**src/rtl/rand_range_fifo.sv**
```systemverilog
// Turns a free-running 16-bit random word into unbiased values in [0, RANGE)
// by rejection sampling, and buffers them in a small first-word-fall-through FIFO.
module rand_range_fifo #(
    parameter int RANGE      = 9,
    parameter int OUT_W      = 4,
    parameter int DEPTH      = 4,
    parameter int NO_REPEAT  = 1,
    parameter int MAX_REJECT = 7
) (
    input  logic                     clk,
    input  logic                     rst,
    input  logic                     en,
    input  logic [15:0]              rand_in,
    input  logic                     out_ready,
    output logic                     out_valid,
    output logic [OUT_W-1:0]         out_data,
    output logic [$clog2(DEPTH):0]   fifo_level,
    output logic                     forced
);

    localparam int AW = $clog2(DEPTH);
    localparam int LW = AW + 1;
    localparam logic [15:0]      RANGE_W = 16'(RANGE);
    localparam logic [15:0]      LIMIT_W = 16'(32768 - (32768 % RANGE));
    localparam logic [OUT_W-1:0] TOP_VAL = OUT_W'(RANGE - 1);
    localparam logic [7:0]       MAX_REJ = 8'(MAX_REJECT);
    localparam logic [LW-1:0]    DEPTH_L = LW'(DEPTH);

    logic [OUT_W-1:0] mem [DEPTH];
    logic [AW-1:0]    wr_ptr_reg, rd_ptr_reg;
    logic [LW-1:0]    level_reg;
    logic [OUT_W-1:0] head_reg;
    logic [7:0]       rej_cnt_reg;
    logic             has_last_reg;
    logic [OUT_W-1:0] last_val_reg;
    logic             forced_reg;

    logic [15:0]      s_ext, cand_w;
    logic [OUT_W-1:0] cand, force_val, push_val;
    logic [AW-1:0]    rd_ptr_inc;
    logic             pop, eligible, reject, force_now, push;
    logic             unused_bits;

    assign s_ext       = {1'b0, rand_in[14:0]};
    assign cand_w      = s_ext % RANGE_W;
    assign cand        = cand_w[OUT_W-1:0];
    assign unused_bits = ^{rand_in[15], cand_w[15:OUT_W]};

    assign pop       = out_valid & out_ready;
    assign eligible  = en & ((level_reg < DEPTH_L) | pop);
    assign reject    = (s_ext >= LIMIT_W) |
                       ((NO_REPEAT != 0) & has_last_reg & (cand == last_val_reg));
    assign force_now = eligible & reject & (rej_cnt_reg == MAX_REJ);
    assign push      = eligible & (~reject | force_now);
    assign force_val = !has_last_reg ? '0 :
                       (last_val_reg == TOP_VAL) ? '0 : last_val_reg + 1'b1;
    assign push_val  = force_now ? force_val : cand;
    assign rd_ptr_inc = rd_ptr_reg + 1'b1;

    // Storage has no reset; only the control state and the head register do.
    always_ff @(posedge clk) begin
        if (push) begin
            mem[wr_ptr_reg] <= push_val;
        end
    end

    always_ff @(posedge clk or posedge rst) begin
        if (rst) begin
            wr_ptr_reg   <= '0;
            rd_ptr_reg   <= '0;
            level_reg    <= '0;
            head_reg     <= '0;
            rej_cnt_reg  <= '0;
            has_last_reg <= 1'b0;
            last_val_reg <= '0;
            forced_reg   <= 1'b0;
        end else begin
            forced_reg <= force_now;
            if (eligible) begin
                rej_cnt_reg <= push ? 8'd0 : rej_cnt_reg + 8'd1;
            end
            if (push) begin
                wr_ptr_reg   <= wr_ptr_reg + 1'b1;
                last_val_reg <= push_val;
                has_last_reg <= 1'b1;
            end
            if (pop) begin
                rd_ptr_reg <= rd_ptr_inc;
            end
            case ({push, pop})
                2'b10:   level_reg <= level_reg + 1'b1;
                2'b01:   level_reg <= level_reg - 1'b1;
                default: level_reg <= level_reg;
            endcase
            // Head is kept registered so it simply holds once the FIFO empties.
            if (pop) begin
                if (level_reg > LW'(1)) begin
                    head_reg <= mem[rd_ptr_inc];
                end else if (push) begin
                    head_reg <= push_val;
                end
            end else if ((level_reg == '0) && push) begin
                head_reg <= push_val;
            end
        end
    end

    assign out_valid  = (level_reg != '0);
    assign out_data   = head_reg;
    assign fifo_level = level_reg;
    assign forced     = forced_reg;

endmodule

```
**config.mk**
```make
export PLATFORM = sky130hd
export DESIGN_NAME = rand_range_fifo
export DESIGN_NICKNAME = d
export VERILOG_FILES = /design/src/rtl/rand_range_fifo.sv
export SDC_FILE = /design/constraint.sdc
export NUM_CORES = 1
export LEC_CHECK = 0
export CORE_MARGIN = 1
export CORE_UTILIZATION = 50
export CTS_BUF_LIST = sky130_fd_sc_hd__clkbuf_4 sky130_fd_sc_hd__clkbuf_8
export DETAILED_ROUTE_END_ITERATION = 16
export HOLD_SLACK_MARGIN = 0.06
export PLACE_DENSITY = 0.79
export SYNTH_ARGS = -nofsm -noshare
export SYNTH_HDL_FRONTEND = slang
export SYNTH_SLANG_ARGS = --single-unit
```
**constraint.sdc**
```tcl
create_clock -name clk -period 2.9 [get_ports clk]
set_clock_uncertainty 0.15 [all_clocks]
set_input_delay 0.725 -clock clk [delete_from_list [all_inputs] [get_ports clk]]
set_output_delay 0.725 -clock clk [all_outputs]
set_load 0.05 [all_outputs]
```
==> results of run 1 <==
## through the flow
| stage | power (uW) | setup TNS, ps | utilization (%) | setup WS (ps) |
|---|---|---|---|---|
| after detailed placement | 5090 | -287400 | 69.4 | -5640 |
| final | 7350 | -274730 | 87.2 | -5410 |
| after global routing | 7600 | -282970 | 87.2 | -5560 |
| after global placement | 4900 | -277160 | 69.4 | -5360 |
| after floorplan | 3610 | -237480 | - | -4820 |
| after CTS | 6100 | -238850 | 78.8 | -4620 |
## worst max-delay path, delay by kind of cell
kind | cells | cell delay, ps
AOI/OAI and AO/OA | 15 | 3070
and+or+nand+nor | 11 | 1910
adders and majority gates | 4 | 1000
buffers and inverters | 6 | 870
muxes | 2 | 570
xor gates and xnor gates | 1 | 190
## area by class of cell
type	count	area, sq um	area share, %
clock inverter	3	43.8	0.578
multi-input combinational	404	4020	53.1
clock buffer	5	68.8	0.909
sequential	41	1110	14.6
inverter	25	93.8	1.24
timing repair buffer	248	2100	27.7
tap	108	135	1.78
## cell usage after synthesis (4+ instances only)
cell type / n
nand2_1: 35
nor2_1: 28
dfrtp_1: 25
inv_1: 23
o21ai_0: 18
a21oi_1: 17
nor3_1: 17
edfxtp_1: 16
ha_1: 16
mux2i_1: 15
and3_1: 12
nand3_1: 12
xnor2_1: 11
and2_1: 9
nand2b_1: 9
a211oi_1: 8
a31oi_1: 8
buf_2: 8
o21ai_1: 8
o22ai_1: 8
nand4_1: 7
a22o_1: 6
mux2_2: 6
o21a_1: 6
xor2_1: 6
a21boi_0: 5
a21o_1: 5
a22oi_1: 5
clkbuf_1: 5
nor2b_1: 5
nor4_1: 5
o31ai_1: 5
or2_2: 5
a32o_1: 4
buf_6: 4
mux4_2: 4
o211ai_1: 4
o221ai_1: 4
or3_1: 4
## kinds of logic (layout without fill, tap and decap cells)
kind of cell,count (synthesis),after routing
simple gates,178,178
compound gates,157,157
flops,41,41
xor+xnor,23,23
mux,29,29
fa+ha+maj,17,17
buf+inv,48,281
## how the worst max path moves through the flow
stage                 from                      end  slack (ps)
3_3_place_gp   rand_in[13]  out_data[0]$_DFFE_PP0P_       -5360
2_1_floorplan  rand_in[13]  out_data[0]$_DFFE_PP0P_       -4820
3_5_place_dp   rand_in[14]  out_data[0]$_DFFE_PP0P_       -5640
5_1_grt        rand_in[13]  out_data[3]$_DFFE_PP0P_       -5560
6_report       rand_in[13]  out_data[0]$_DFFE_PP0P_       -5410
4_1_cts        rand_in[10]  out_data[0]$_DFFE_PP0P_       -4620
## metal layers
metal,vias up,routed length [um],track usage (%)
met2,628,10200,68.4
li1,2384,-,-
met1,2823,7620,44.5
met4,0,2200,26.4
met3,240,2550,7.98
met5,-,0,0
## power by group
| group | total (uW) | switching [uW] | internal [uW] |
|---|---|---|---|
| Clock | 486 | 227 | 258 |
| Combinational | 5780 | 2980 | 2800 |
| Sequential | 1090 | 199 | 891 |
## repair_timing
item                                    4_1_cts  5_1_grt
endpoints found under the setup margin       56       55
pin swaps                                    65       63
cloned                                        2        1
buffers inserted                             33       37
resized for setup                           133       96
==> flow_summary.yaml, run 1 <==
logic_synthesis:
  synth_fp_nets: 529
  synthArstFlopShare_pct: 61.0
  synthFlopType: "dfrtp_1"
  synth_top_area_cell: "dfrtp_1"
  ys_seq_elements: 41
  synth_edf_count: 16
  synth_top_family_by_area: "compound AO/OA/AOI/OAI gates"
  synth_simple_gate_area_share_pct: 23.1
  synth_adder_area_share_pct: 4.76
  yosys_warnings: 0
  syn_area_sq_um: 4440
  synth-xor-area-share_pct: 5.97
  synth_area_leaders: "dfrtp_1, edfxtp_1, ha_1"
  synth.avg_cell_area_sq_um: 9.01
  yosysTopAreaCellShare_pct: 14.1
  synthMuxAreaShare_pct: 8.45
  yosysSeqAreaShare_pct: 24.9
  syn-instance-count: 493
  synth_compound_area_share_pct: 27.6
  synth_cell_types: 99
detailed_routing:
  vias: 6075
  drtIter0Drc: 811
  ant_nets: 0
  wl_per_cell_um: 27.1
  via_per_inst: 7.28
  dr.pass1.iters: 5
  remaining_drc_errors: 0
  routed_wl_um: 22600
hold_path:
  holdCritStartpoint: "out_data[1]$_DFFE_PP0P_"
  hp-class: "reg2reg"
  hold_depth: 1
  hold_path_end: "out_data[1]$_DFFE_PP0P_"
worst_setup_path:
  end_kind: "flop"
  worstReg2RegStart: "rej_cnt_reg[5]$_DFFE_PP0P_"
  cpMostUsedCell: "buf_4"
  r2r_cells: 12
  arrival_ps: 8370
  path_max_fanout: 5
  critical-path-slowest-cell: "or4b_1"
  startpoint_type: "input port"
  slowest_delay_ps: 580
  r2r_end: "out_data[0]$_DFFE_PP0P_"
  r2r_slack_ps: -370
  worst-setup-path-type: "in2reg"
  worst-endpoint-required_ps: 2960
timing:
  max_freq_mhz: 120
  rsz0062_at_grt: "true"
  slew_viol_final: 0
  hold_violations: 0
  min_period_ps: 8310
  finalHoldWorstSlack_ps: 393
  fin_ws_ps: -5410
  fin_crit_sh_pct: 287
  relSlewSlack_pct: 28.6
  tightest_slew_ps: 1060
  setup_violations: 55
floorplan:
  ios: 29
  dieArea_sq_um: 9260
  std_cell_rows: 34
  start_util_pct: 51.2
  dieWidth_um: 96.3
  die_h_um: 96.3
  design.core.area_sq_um: 8680
placement:
  port_buffers: 27
  post-dp-hpwl_um: 9820
  dp_cells: 758
  gp_congestion: 0.956
  placed_area_sq_um: 6030
clock_network:
  cts_buffers: 5
  clkTransAtPathRegs_ps: 90
  cts-htree-levels: 2
  hold_buffers: 0
  cts_buffer_depth: 2
  clk_latency_ps: 310
  clock-sinks: 41
  cts_tree: "done"
  cts-root-buf: "clkbuf_8"
cells_and_area:
  layout_commonest_cell: "buf_4"
  fin_nets: 761
  diodes: 0
  largest_register_ff_count: 16
  drive_gt1_share_pct: 55.9
  layout.cells.non_filler: 834
  syn2layout_area_growth_pct: 70.5
  finalInstanceArea_sq_um: 7570
  mostFrequentLayoutCells: "buf_4, buf_6, nand2_1"
  num-fill-cells: 384
run:
  max_cap_viol_count: 0
grt:
  grt_first_pass_wirelength_um: 28200
  grt_use_total_pct: 39.9
  antenna_found_initial: 0
  grt_pass1_vias: 5571
  grt_max_degree: 26
  grt_overflow: 0
power:
  p_leak_uw: 0.00327
  peakVddDrop_uv: 864
  powerDensity_nw_per_um2: 971
run_status:
  status: "finished, violations left"
  violations: "setup timing"
Note: power is estimated with default switching activity, not from simulation.
==> run 2, diff against run 1 <==
--- a/config.mk
+++ b/config.mk
@@ -11,6 +11,7 @@
 export DETAILED_ROUTE_END_ITERATION = 16
 export HOLD_SLACK_MARGIN = 0.06
 export PLACE_DENSITY = 0.79
+export SLEW_MARGIN = 20
 export SYNTH_ARGS = -nofsm -noshare
 export SYNTH_HDL_FRONTEND = slang
 export SYNTH_SLANG_ARGS = --single-unit
==> results of run 2 <==
No change in the layout: final DEF, timing and power equal those of run 1.
